===== config.mk =====
export PLATFORM = sky130hd
export DESIGN_NAME = paddle_array
export DESIGN_NICKNAME = d
export VERILOG_FILES = /design/src/rtl/pong_pkg.sv /design/src/rtl/paddle_channel.sv /design/src/rtl/paddle_array.sv
export SDC_FILE = /design/constraint.sdc
export NUM_CORES = 1
export LEC_CHECK = 0
export CAP_MARGIN = 15
export CORE_ASPECT_RATIO = 0.9
export CORE_MARGIN = 4
export CORE_UTILIZATION = 55
export CTS_BUF_LIST = sky130_fd_sc_hd__clkbuf_16
export CTS_CLUSTER_SIZE = 25
export DETAILED_ROUTE_END_ITERATION = 12
export GPL_TIMING_DRIVEN = 0
export HOLD_SLACK_MARGIN = 0.08
export PLACE_DENSITY_LB_ADDON = 0.08
export SYNTH_ARGS = -nofsm -noshare
export SYNTH_HDL_FRONTEND = slang
export SYNTH_HIERARCHICAL = 1
export SYNTH_SLANG_ARGS = --single-unit

===== constraint.sdc =====
create_clock -name clk -period 5.45 [get_ports clk]
set_input_delay 1.09 -clock clk [delete_from_list [all_inputs] [get_ports clk]]
set_output_delay 1.09 -clock clk [all_outputs]
set_load 0.01 [all_outputs]

===== src/rtl/pong_pkg.sv =====
`default_nettype none
// ---------------------------------------------------------------------------
// pong_pkg : shared constants and the paddle direction type
// Rev 1.0
// ---------------------------------------------------------------------------
package pong_pkg;

   localparam int c_SCREEN_HEIGHT = 480;
   localparam int c_PADDLE_HEIGHT = 60;
   localparam int c_MAX_SPEED     = 8;

   typedef enum logic [1:0] {
      IDLE = 2'd0,
      UP   = 2'd1,
      DOWN = 2'd2
   } dir_t;

endpackage : pong_pkg
`default_nettype wire


===== src/rtl/paddle_channel.sv =====
`default_nettype none
// ---------------------------------------------------------------------------
// paddle_channel : one paddle's direction FSM, speed ramp, AI tracker, clamp
// Rev 1.0
// ---------------------------------------------------------------------------
module paddle_channel
   import pong_pkg::*;
#(
   parameter int Y_WIDTH       = 10,
   parameter int SCREEN_HEIGHT = c_SCREEN_HEIGHT,
   parameter int PADDLE_HEIGHT = c_PADDLE_HEIGHT,
   parameter int MAX_SPEED     = c_MAX_SPEED,
   parameter int ACCEL_FRAMES  = 4,
   parameter int AI_DEADBAND   = 4
) (
   input  logic               clk,
   input  logic               rst,
   input  logic               frame_tick,
   input  logic               move_up,
   input  logic               move_down,
   input  logic               ai_mode,
   input  logic [Y_WIDTH-1:0] ball_y,
   output logic [Y_WIDTH-1:0] paddle_y,
   output logic               moving
);

   localparam int YMAX  = SCREEN_HEIGHT - PADDLE_HEIGHT;
   localparam int SPD_W = $clog2(MAX_SPEED + 1);
   localparam int CNT_W = (ACCEL_FRAMES > 1) ? $clog2(ACCEL_FRAMES) : 1;

   localparam logic [Y_WIDTH:0]   c_YMAX     = (Y_WIDTH+1)'(YMAX);
   localparam logic [Y_WIDTH-1:0] c_YRST     = Y_WIDTH'(YMAX / 2);
   localparam logic [Y_WIDTH:0]   c_HALF_H   = (Y_WIDTH+1)'(PADDLE_HEIGHT / 2);
   localparam logic [Y_WIDTH:0]   c_DEADBAND = (Y_WIDTH+1)'(AI_DEADBAND);
   localparam logic [SPD_W-1:0]   c_MAX_SPD  = SPD_W'(MAX_SPEED);
   localparam logic [CNT_W-1:0]   c_CNT_LAST = CNT_W'(ACCEL_FRAMES - 1);

   logic [Y_WIDTH-1:0] r_y;
   logic [SPD_W-1:0]   r_speed;
   logic [CNT_W-1:0]   r_count;
   dir_t               r_state;
   logic               r_ai_prev;

   dir_t               w_cmd;
   dir_t               w_state_nxt;
   logic [SPD_W-1:0]   w_speed_nxt;
   logic [CNT_W-1:0]   w_count_nxt;
   logic [Y_WIDTH-1:0] w_y_nxt;
   logic [Y_WIDTH:0]   w_centre;
   logic [Y_WIDTH:0]   w_ball;
   logic [Y_WIDTH:0]   w_step;
   logic [Y_WIDTH:0]   w_sum;
   logic [Y_WIDTH:0]   w_y_wide;

   // One extra bit on all coordinate arithmetic so sums and compares never wrap
   assign w_centre = {1'b0, r_y} + c_HALF_H;
   assign w_ball   = {1'b0, ball_y};

   always_comb begin
      w_cmd = IDLE;
      if (ai_mode) begin
         if (w_centre > (w_ball + c_DEADBAND))
            w_cmd = UP;
         else if ((w_centre + c_DEADBAND) < w_ball)
            w_cmd = DOWN;
      end else begin
         if (move_up && !move_down)
            w_cmd = UP;
         else if (move_down && !move_up)
            w_cmd = DOWN;
      end
   end

   always_comb begin
      w_state_nxt = r_state;
      w_speed_nxt = r_speed;
      w_count_nxt = r_count;
      if (w_cmd == IDLE) begin
         w_state_nxt = IDLE;
         w_speed_nxt = '0;
         w_count_nxt = '0;
      end else if ((ai_mode != r_ai_prev) || (w_cmd != r_state)) begin
         w_state_nxt = w_cmd;
         w_speed_nxt = SPD_W'(1);
         w_count_nxt = '0;
      end else if (r_count == c_CNT_LAST) begin
         w_speed_nxt = (r_speed == c_MAX_SPD) ? c_MAX_SPD : r_speed + SPD_W'(1);
         w_count_nxt = '0;
      end else begin
         w_count_nxt = r_count + CNT_W'(1);
      end
   end

   // Motion uses the freshly computed speed; clamping leaves state and speed alone
   always_comb begin
      w_step   = (Y_WIDTH+1)'(w_speed_nxt);
      w_sum    = {1'b0, r_y} + w_step;
      w_y_wide = {1'b0, r_y};
      case (w_state_nxt)
         UP:      w_y_wide = ({1'b0, r_y} >= w_step) ? ({1'b0, r_y} - w_step) : '0;
         DOWN:    w_y_wide = (w_sum > c_YMAX) ? c_YMAX : w_sum;
         default: w_y_wide = {1'b0, r_y};
      endcase
      w_y_nxt = Y_WIDTH'(w_y_wide);
   end

   always_ff @(posedge clk or posedge rst) begin
      if (rst) begin
         r_y       <= c_YRST;
         r_speed   <= '0;
         r_count   <= '0;
         r_state   <= IDLE;
         r_ai_prev <= 1'b0;
      end else if (frame_tick) begin
         r_y       <= w_y_nxt;
         r_speed   <= w_speed_nxt;
         r_count   <= w_count_nxt;
         r_state   <= w_state_nxt;
         r_ai_prev <= ai_mode;
      end
   end

   assign paddle_y = r_y;
   assign moving   = (r_state != IDLE);

endmodule : paddle_channel
`default_nettype wire


===== src/rtl/paddle_array.sv =====
`default_nettype none
// ---------------------------------------------------------------------------
// paddle_array : NUM_PADDLES independent paddle channels updated per frame
// Rev 1.0
// ---------------------------------------------------------------------------
module paddle_array
   import pong_pkg::*;
#(
   parameter int NUM_PADDLES   = 2,
   parameter int Y_WIDTH       = 10,
   parameter int SCREEN_HEIGHT = c_SCREEN_HEIGHT,
   parameter int PADDLE_HEIGHT = c_PADDLE_HEIGHT,
   parameter int MAX_SPEED     = c_MAX_SPEED,
   parameter int ACCEL_FRAMES  = 4,
   parameter int AI_DEADBAND   = 4
) (
   input  logic                           clk,
   input  logic                           rst,
   input  logic                           frame_tick,
   input  logic [NUM_PADDLES-1:0]         move_up,
   input  logic [NUM_PADDLES-1:0]         move_down,
   input  logic [NUM_PADDLES-1:0]         ai_mode,
   input  logic [Y_WIDTH-1:0]             ball_y,
   output logic [NUM_PADDLES*Y_WIDTH-1:0] paddle_y,
   output logic [NUM_PADDLES-1:0]         moving
);

   for (genvar gi = 0; gi < NUM_PADDLES; gi++) begin : g_ch
      paddle_channel #(
         .Y_WIDTH       (Y_WIDTH),
         .SCREEN_HEIGHT (SCREEN_HEIGHT),
         .PADDLE_HEIGHT (PADDLE_HEIGHT),
         .MAX_SPEED     (MAX_SPEED),
         .ACCEL_FRAMES  (ACCEL_FRAMES),
         .AI_DEADBAND   (AI_DEADBAND)
      ) u_channel (
         .clk        (clk),
         .rst        (rst),
         .frame_tick (frame_tick),
         .move_up    (move_up[gi]),
         .move_down  (move_down[gi]),
         .ai_mode    (ai_mode[gi]),
         .ball_y     (ball_y),
         .paddle_y   (paddle_y[gi*Y_WIDTH +: Y_WIDTH]),
         .moving     (moving[gi])
      );
   end

endmodule : paddle_array
`default_nettype wire


Word-level counts from Yosys, hierarchy flattened. Index checks and enable logic that the tools add are counted.

Flip-flop bits (word level): 38. Input bits: 19. Output and inout port bits: 22. Logic and storage cells: 95.

Add/sub/neg operators: 13. Magnitude comparators: 8. Equality and inequality tests: 12. Mux-type cells: 34. Reductions and logical operators: 18.

Operators with widths (count): $mux W10 (4); $mux W2 (20); $pmux W10 S2 (2); $mux W4 (8); $add A10 B4 Y11 (2); $add A10 B5 Y11 const B (2); $add A11 B3 Y11 const B (2); $gt A11 B11 Y1 (2); $gt A11 B9 Y1 const B (2); $lt A11 B10 Y1 (2); $ge A10 B4 Y1 (2); $sub A10 B4 Y10 (2); $add A10 B3 Y11 const B (1); $add A4 B1 Y4 const B (2); $eq A2 B2 Y1 const B (4); $eq A4 B4 Y1 const B (2); $reduce_bool A2 Y1 (4); $add A2 B1 Y2 const B (2); $eq A2 B1 Y1 const B (2); $logic_and A1 B1 Y1 (4); $logic_not A1 Y1 (4); $logic_not A2 Y1 (2); $ne A2 B2 Y1 (2); $reduce_and A2 Y1 (2); 2 further kinds (4).

Logic depth before layout (Yosys ltp). Gate-level depths: netlist (run 1).

Depth after elaboration: 14. Depth in mapped cells: 26. Gate-level depth less buffers: 26.

Hierarchy. Netlist (run 1), hierarchy kept.

Modules (own cells, without submodules): paddle_channel at g_ch[0].u_channel (times used 1, cells an instance 358, area an instance 2773.9 um^2, seq. area each 480.5 um^2); paddle_channel at g_ch[1].u_channel (times used 1, cells an instance 352, area an instance 2727.6 um^2, seq. area each 480.5 um^2).

Least setup slack after synthesis (run 1). OpenSTA, ideal clock, no wires.

Kind: reg2reg. Start: register g_ch[1].u_channel.r_y[2]. End: register g_ch[1].u_channel.r_y[1]. Data arrival time: 5.670 ns. Setup slack: -0.312 ns. Stages on the path, launching flop included: 26. Path buffers: 2. Cell sequence: dfrtp_1 > inv_1 > ha_1 > nor3b_1 > a31oi_1 > nand2b_1 > nor3b_1 > xnor2_1 > ha_1 > a211oi_1 > o211ai_1 > nor4_1 > o21a_1 > o21ai_2 > buf_6 > or2_1 > ha_1 > clkbuf_1 > nand2b_1 > a21oi_1 > o21ai_1 > or3_1 > o22a_1 > a21o_1 > a32oi_1 > o21ai_0.

Word-level cells in the longest chain between the ends: 14. Elaborated cells on any way between the ends: 25.

Ends and longest elaborated chain: from (decl) (line paddle_channel.sv:38) `logic [Y_WIDTH-1:0] r_y;`; from (signal assigned) (line paddle_channel.sv:109) `r_y <= c_YRST;`; from (signal assigned) (line paddle_channel.sv:115) `r_y <= w_y_nxt;`; $add A10 B5 Y11 (line paddle_channel.sv:56) `assign w_centre = {1'b0, r_y} + c_HALF_H;`; $add A11 B3 Y11 (line paddle_channel.sv:64) `else if ((w_centre + c_DEADBAND) < w_ball)`; $lt A11 B10 Y1 (line paddle_channel.sv:64); $mux W2 (line paddle_channel.sv:64); $mux W2 (line paddle_channel.sv:62) `if (w_centre > (w_ball + c_DEADBAND))`; $mux W2 (line paddle_channel.sv:61) `if (ai_mode) begin`; $ne A2 B2 Y1 (line paddle_channel.sv:82) `end else if ((ai_mode != r_ai_prev) || (w_cmd != r_state)) begin`; $logic_or A1 B1 Y1 (line paddle_channel.sv:82); $mux W4 (line paddle_channel.sv:82); $mux W4 (line paddle_channel.sv:78) `if (w_cmd == IDLE) begin`; $add A10 B4 Y11 (line paddle_channel.sv:97) `w_sum = {1'b0, r_y} + w_step;`; $gt A11 B9 Y1 (line paddle_channel.sv:101) `DOWN: w_y_wide = (w_sum > c_YMAX) ? c_YMAX : w_sum;`; $mux W10 (line paddle_channel.sv:101); $pmux W10 S2 (line paddle_channel.sv:99) `case (w_state_nxt)`.

Parallel ways exist; a longest one is shown, timed or not. A chain may end at the register's enable or synchronous reset.

Worst setup path in the final report (run 1).
Start: register g_ch[0].u_channel.r_y[1]. End: register g_ch[0].u_channel.r_y[0].

Word-level cells in the longest chain between the ends: 14. Elaborated cells on any way between the ends: 25.

Ends and longest elaborated chain: from (decl) (line paddle_channel.sv:38); from (signal assigned) (line paddle_channel.sv:109); from (signal assigned) (line paddle_channel.sv:115); $add A10 B5 Y11 (*) (line paddle_channel.sv:56); $add A11 B3 Y11 (line paddle_channel.sv:64); $lt A11 B10 Y1 (line paddle_channel.sv:64); $mux W2 (line paddle_channel.sv:64); $mux W2 (*) (line paddle_channel.sv:62); $mux W2 (*) (line paddle_channel.sv:61); $ne A2 B2 Y1 (line paddle_channel.sv:82); $logic_or A1 B1 Y1 (line paddle_channel.sv:82); $mux W4 (line paddle_channel.sv:82); $mux W4 (*) (line paddle_channel.sv:78); named net g_ch[0].u_channel.w_speed_nxt[0] (line paddle_channel.sv:46) `logic [SPD_W-1:0] w_speed_nxt;`; $add A10 B4 Y11 (line paddle_channel.sv:97); $gt A11 B9 Y1 (line paddle_channel.sv:101); $mux W10 (line paddle_channel.sv:101); $pmux W10 S2 (*) (line paddle_channel.sv:99).

Mark *: on every way through the listed nets, which the timed path passes. The rest lies on a longest branch.

==> run_results.csv, run 1 <==
group,metric,value,unit
final_layout,layout_commonest_cell,"buf_4",
synth,yosys_warnings,6,
place,place_ws,-1.41,ns
setup_path,crit_arrival,5.77,ns
setup_path,cp_max_fo,5,
cts,cts_max_path_buffers,2,
die,die_y,103,um
grt,grt_max_degree,20,
synth,synth_top_cell_by_area,"ha_1",
synth,muxShareOfSynthArea,1.96,%
grt,grt_pass1_vias,5884,
setup_path,r2r_end,"g_ch[0].u_channel/paddle_y[0]",
power_and_ir_drop,ir_worst_vdd,0.000372,V
drt,ant_nets,0,
synth,syn-cell-area,5500,um^2
drt,drc_errors,0,
min_path,hp-class,"reg -> reg",
min_path,min_from,"g_ch[0].u_channel/r_count[1]",
place,dp_hpwl,12.3,mm
synth,yosys_most_used_dff,"dfrtp_1",
final_layout,final_cell_mix,"buf_4, inv_1, ha_1",
power_and_ir_drop,p_leak,3.22,nW
setup_path,worst_r2r_path_depth,26,
cts,cts_sinks,38,
power_and_ir_drop,p_seq_share,11.7,%
drt,wl,20.6,mm
synth,syn_inst,710,
min_path,min_to,"g_ch[0].u_channel/r_count[1]",
drt,wl_per_cell,21.1,um
die,floorplan.initialDensity,56.7,%
setup_path,startpoint_type,"register",
sta,worst_slack,-0.185,ns
sta,hold_viol,0,
synth,ys_seq_area_share,17.5,%
sta,tightest_slew,0.815,ns
sta,setup_viol,15,
sta,max_slew_margin,45.6,%
drt,viasPerCell,6.66,
synth,synth_nets,799,
place,gp_congestion,0.924,
drt,vias,6487,
cts,cts_buffers,5,
sta,fin_crit_sh,103,%
run_status,violations,"negative setup slack",
sta,drv_slew,0,
setup_path,path_class,"reg -> reg",
grt,grt_pass1_wl,29.0,mm
final_layout,nNetsFinal,936,
synth,synth_cell_types,80,
cts,htree_levels,2,
synth,synthAdderAreaFrac,16.5,%
power_and_ir_drop,cellInternalPower,0.00222,W
sta,rsz0062_at_grt,"true",
final_layout,fillers,560,
synth,ys_top_cells_by_area,"ha_1, dfrtp_1, xnor2_1",
run_status,status,"complete, but fails checks",
synth,synth_top_family_by_area,"compound AO/OA/AOI/OAI gates",
sta,fmax,177,MHz
place,io_buffer_count,40,
cts,cts_tree,"built",
synth,synth_simple_gate_area_share,24.1,%
grt,antenna_found_initial,0,
die,num_rows,34,
run,maxCapViolations,0,
sta,finalClockSkew,0.00791,ns
final_layout,final_cell_area,7920,um^2
die,core,9700,um^2
cts,clk-insertion-delay-late,0.29,ns
die,die_area,11700,um^2
final_layout,syn_to_final_growth,43.9,%
grt,gr-usage-all-layers,30.7,%
place,dpl_cell_area,6120,um^2
drt,drtPass1Iterations,8,
power_and_ir_drop,power_switching,0.00229,W
die,pin_count,41,
die,dieWidth,113,um
synth,synth_xor_area_share,6.85,%
final_layout,layout-drive-gt1-share,34.1,%
sta,fin_crit,5.64,ns
cts,cts_root_buffer,"clkbuf_16",
synth,syn_avg_cell_area,7.75,um^2
grt,grt_overflow,0,
power_and_ir_drop,clkPwrFrac,6.5,%
power_and_ir_drop,power.share.combinational,81.8,%
drt,drt_iter0_drc,564,
setup_path,r2r_setup_slack,-0.19,ns
synth,synthArstFlopShare,100,%
cts,path_clk_slew,0.06,ns
power_and_ir_drop,p_total,0.00451,W
setup_path,cp.required,5.58,ns
synth,synth_top_area_share,15.0,%
synth,synth_edf_count,0,
synth,ys_ff_latch,38,
power_and_ir_drop,p_sw_share,50.8,%
setup_path,critPathCaptureType,"register",
synth,synth-compound-area-share,26.9,%
setup_path,reg2reg_from,"g_ch[0].u_channel/paddle_y[1]",
final_layout,n_antenna_cell,0,
min_path,whs_path_depth,1,
power_and_ir_drop,power.density,570,nW/um^2
==> how the worst max path moves through the flow <==
stage / from / to / slack [ns] / cells past startpoint
2_1_floorplan: g_ch[1].u_channel/paddle_y[1] / g_ch[1].u_channel/paddle_y[1] / -0.01 / 25
3_3_place_gp: ball_y[2] / g_ch[0].u_channel/paddle_y[2] / -1.37 / 23
3_5_place_dp: ball_y[2] / g_ch[0].u_channel/paddle_y[0] / -1.41 / 21
4_1_cts: g_ch[1].u_channel/paddle_y[1] / g_ch[1].u_channel/paddle_y[1] / -0.01 / 25
5_1_grt: g_ch[0].u_channel/paddle_y[1] / g_ch[0].u_channel/paddle_y[3] / -0.40 / 25
6_report: g_ch[0].u_channel/paddle_y[1] / g_ch[0].u_channel/paddle_y[0] / -0.19 / 26
==> routing by layer <==
layer	vias up	track usage (%)	part of all wire, %
met5	-	0	0
met4	0	8.50	4.6
met3	107	4.40	8.8
met2	431	52.2	46
met1	3066	41.3	40
li1	2883	-	-
==> Yosys cell counts, types with 3 or more instances <==
cell and n:
ha_1 66, inv_1 63, a21oi_1 55, nor2_1 51
nand2_1 43, o21ai_0 43, xnor2_1 33, dfrtp_1 30
nand3_1 24, clkbuf_1 20, nor3_1 20, nand4_1 15
nand2b_1 14, o211ai_1 14, a21o_1 12, nor3b_1 12
o21a_1 12, nor2b_1 11, nor4_1 10, xor2_1 10
dfstp_2 8, or2_2 8, or3_1 8, a221oi_1 7
and3_1 7, a211oi_1 6, mux2_2 6, a211o_1 5
a32oi_1 5, o22ai_1 5, o31ai_1 5, a31oi_1 4
and2_1 4, fa_1 4, mux2i_1 4, o2bb2ai_1 4
nand3b_1 3, o2111ai_1 3, o21ai_1 3, o31a_1 3
==> registers in the layout, indices dropped and copies added, names as in the netlist <==
| name | flops |
|---|---|
| g_ch.u_channel/paddle_y | 20 |
| g_ch.u_channel/r_ai_prev | 2 |
| g_ch.u_channel/r_count | 4 |
| g_ch.u_channel/r_state | 4 |
| g_ch.u_channel/r_speed | 8 |
==> critical path: stages, from the launching register on <==
cell and delay (ns):
dfstp_2 0.53, inv_2 0.06, ha_4 0.20, xnor2_2 0.15, nand2_1 0.09, o22ai_2 0.14, nand2_2 0.09, buf_6 0.14
nor4_4 0.30, xor2_1 0.14, ha_1 0.37, o2111a_1 0.25, o41ai_4 0.11, and3_4 0.20, a21oi_4 0.18, o21a_1 0.20
a21oi_2 0.07, ha_2 0.23, fa_2 0.44, nand2b_4 0.10, a21oi_4 0.07, or2_4 0.30, and4b_2 0.34, o32ai_4 0.11
o311ai_4 0.42, a211o_1 0.18, o21ai_0 0.07
==> power groups by stage <==
| stage | clock [W] | combinational (W) | sequential, W |
|---|---|---|---|
| after detailed placement | 0 | 0.00239 | 0.000547 |
| final | 0.000294 | 0.00369 | 0.000528 |
| after global routing | 0.000313 | 0.00393 | 0.000537 |
| after CTS | 0.000301 | 0.00298 | 0.000510 |
| after global placement | 0 | 0.00231 | 0.000539 |
| after floorplan | 0 | 0.00172 | 0.000533 |
==> area by class of cell <==
type	instances	area, um^2	area share (%)
multi-input combinational	584	5170	65.3
timing repair buffer	133	1120	14.1
sequential	38	970	12.2
inverter	63	239	3.02
tap	126	158	1.99
clock buffer	5	125	1.58
buffer	22	116	1.47
clock inverter	3	16.3	0.205
==> through the flow <==
step	hold slack (ns)	TNS [ns]	utilization, %	instances
final	0.496	-1.37	81.6	974
after global routing	0.527	-4.89	81.6	974
after CTS	0.498	-0.0158	74.1	932
after detailed placement	0.485	-24.65	63.1	876
after global placement	0.474	-23.08	63.1	876
after floorplan	0.459	-0.0162	-	710
==> kinds of logic after synthesis <==
kind of cell / count (synthesis)
muxes: 10
xor gates and xnor gates: 43
and+or+nand+nor: 245
adders and majority gates: 70
AOI/OAI and AO/OA: 216
DFF: 38
buffers and inverters: 88
==> timing repair <==
item,4_1_cts,5_1_grt
gates cloned,0,0
hold buffers,0,0
setup buffers,50,44
endpoints found under the hold margin,0,0
pin swaps,49,67
endpoints found under the setup margin,20,20
resized for setup,154,100
Power figures use the tool's default switching activity.
==> run 2: changes to the inputs <==
Settings changed: CORE_MARGIN 4 to 3.
==> run_results.csv, run 2 (synthesized netlist as in run 1, its figures left out) <==
group,metric,value,unit
cts,path_clk_slew,0.07,ns
grt,gr-usage-all-layers,31.3,%
drt,drtPass1Iterations,8,
setup_path,crit_arrival,5.90,ns
final_layout,multi_input_area,5140,um^2
final_layout,finalNonFillerCells,965,
power_and_ir_drop,p_leak,3.22,nW
min_path,hp-class,"reg -> reg",
sta,max_slew_margin,41.7,%
sta,worst_slack,-0.265,ns
grt,grt_pass1_wl,28.8,mm
sta,fin_crit,5.72,ns
die,dieWidth,111,um
place,io_buffer_count,40,
sta,fin_setup_tns,-2.55,ns
drt,wl_per_cell,20.4,um
sta,hold_viol,0,
drt,drc_errors,0,
final_layout,final_cell_mix,"buf_4, inv_1, ha_1",
cts,cts_root_buffer,"clkbuf_16",
place,gp_congestion,0.926,
cts,cts_buffers,5,
setup_path,cp.required,5.63,ns
sta,fmax,175,MHz
drt,vias,6414,
final_layout,layout_commonest_cell,"buf_4",
die,num_rows,33,
setup_path,critPathCaptureType,"register",
sta,fin_crit_sh,105,%
die,floorplan.initialDensity,58.4,%
setup_path,critPathSlowestCell,"dfstp_4",
cts,cts_tree,"built",
cts,cts_max_path_buffers,2,
setup_path,max_stage_delay,0.66,ns
setup_path,cpLargestDelayFamily,"compound AO/OA/AOI/OAI gates",
setup_path,path_class,"reg -> reg",
sta,drv_slew,0,
run_status,status,"complete, but fails checks",
final_layout,layout-drive-gt1-share,31.9,%
power_and_ir_drop,power.density,569,nW/um^2
cts,cts_sinks,38,
die,die_area,11200,um^2
setup_path,startpoint_type,"register",
place,dp_hpwl,12.3,mm
die,pin_count,41,
drt,drt_iter0_drc,710,
cts,htree_levels,2,
final_layout,seq_area,970,um^2
drt,viasPerCell,6.65,
final_layout,postLayoutCoreUtil,83.3,%
grt,grt_pass1_vias,5791,
grt,grt_max_degree,20,
final_layout,n_antenna_cell,0,
cts,clk-insertion-delay-late,0.29,ns
sta,finalClockSkew,0.00779,ns
drt,wl,19.7,mm
final_layout,fillers,531,
final_layout,largest_reg_flops,20,
die,die_y,101,um
die,core,9410,um^2
cts,cts_hold_buffers,0,
grt,antenna_found_initial,0,
grt,grt_overflow,0,
sta,setup_viol,16,
final_layout,nNetsFinal,931,
final_layout,final_cell_area,7840,um^2
sta,tightest_slew,0.867,ns
sta,rsz0062_at_grt,"true",
place,dpl_cell_area,6110,um^2
place,dpl.cell_count,872,
run_status,violations,"negative setup slack",
power_and_ir_drop,ir_worst_vdd,0.000335,V
drt,ant_nets,0,
setup_path,cpMostUsedCell,"o211ai_1",
setup_path,path_buf_inv,2,
run,maxCapViolations,0,
setup_path,cp_max_fo,8,
final_layout,syn_to_final_growth,42.5,%
run 2: worst register-to-register path, cell delays in order (launching register included):
cell	delay (ns)
dfstp_4	0.66
inv_4	0.05
ha_4	0.17
nor3b_4	0.18
xnor2_2	0.23
nand3_2	0.12
xnor2_1	0.14
ha_1	0.31
nand4_1	0.12
a21oi_1	0.08
nor4_2	0.29
o211ai_1	0.26
o32ai_4	0.43
o21a_1	0.22
o21ai_2	0.07
buf_6	0.15
a21o_1	0.20
ha_4	0.28
nor2b_1	0.04
o21a_1	0.22
o21ba_4	0.25
o211ai_1	0.21
mux2_4	0.35
nor2b_4	0.19
nand2_2	0.10
o211ai_1	0.26
run 2: area by class of cell:
| class | count | area share [%] |
|---|---|---|
| Tap cell | 122 | 1.95 |
| Timing Repair Buffer | 129 | 13.9 |
| Clock buffer | 5 | 1.60 |
| Inverter | 63 | 3.08 |
| Multi-Input combinational cell | 584 | 65.5 |
| Sequential cell | 38 | 12.4 |
| Buffer | 21 | 1.37 |
| Clock inverter | 3 | 0.207 |
run 2: worst paths after layout:
| path | start | end | slack (ns) | depth (start not counted) |
|---|---|---|---|---|
| min reg2reg | g_ch[0].u_channel/r_count[1] | g_ch[0].u_channel/r_count[1] | 0.50 | 1 |
| max reg2reg | g_ch[1].u_channel/paddle_y[1] | g_ch[1].u_channel/paddle_y[6] | -0.27 | 25 |
| min | g_ch[0].u_channel/r_count[1] | g_ch[0].u_channel/r_count[1] | 0.50 | 1 |
| max | g_ch[1].u_channel/paddle_y[1] | g_ch[1].u_channel/paddle_y[6] | -0.27 | 25 |
| max in group asynchronous | rst | g_ch[0].u_channel/paddle_y[3] | 3.50 | 2 |
| min in group asynchronous | rst | g_ch[1].u_channel/paddle_y[9] | 1.37 | 2 |
run 2: per-stage QoR:
| stage | power [W] | worst slack [ns] | hold slack (ns) |
|---|---|---|---|
| after global placement | 0.00286 | -1.38 | 0.476 |
| after global routing | 0.00473 | -0.391 | 0.545 |
| after floorplan | 0.00225 | -0.0114 | 0.459 |
| final | 0.00446 | -0.265 | 0.504 |
| after detailed placement | 0.00294 | -1.44 | 0.485 |
| after CTS | 0.00373 | -0.0400 | 0.502 |
run 2: where the power goes:
part / internal, W / switching (W)
Clock: 0.000168 / 0.000134
Sequential: 0.000398 / 0.000134
Combinational: 0.00164 / 0.00199
run 2: layer usage:
| metal | wire length, um | global-route usage, % | part of all wire [%] |
|---|---|---|---|
| met3 | 1660 | 6.06 | 8.4 |
| met5 | 0 | 0 | 0 |
| met1 | 8400 | 42.7 | 43 |
| met4 | 481 | 8.23 | 2.4 |
| met2 | 9180 | 51.3 | 47 |
run 2: repair_timing:
item,in CTS,in global routing
setup endpoints to repair,20,20
resized for setup,130,106
pin swaps,42,73
cloned,0,0
buffers inserted,43,47
==> run 3: changes to the inputs <==
Settings changed: TNS_END_PERCENT set to 100.
==> results of run 3 <==
Same layout as run 2: the final DEF is identical, and so are final timing and power.
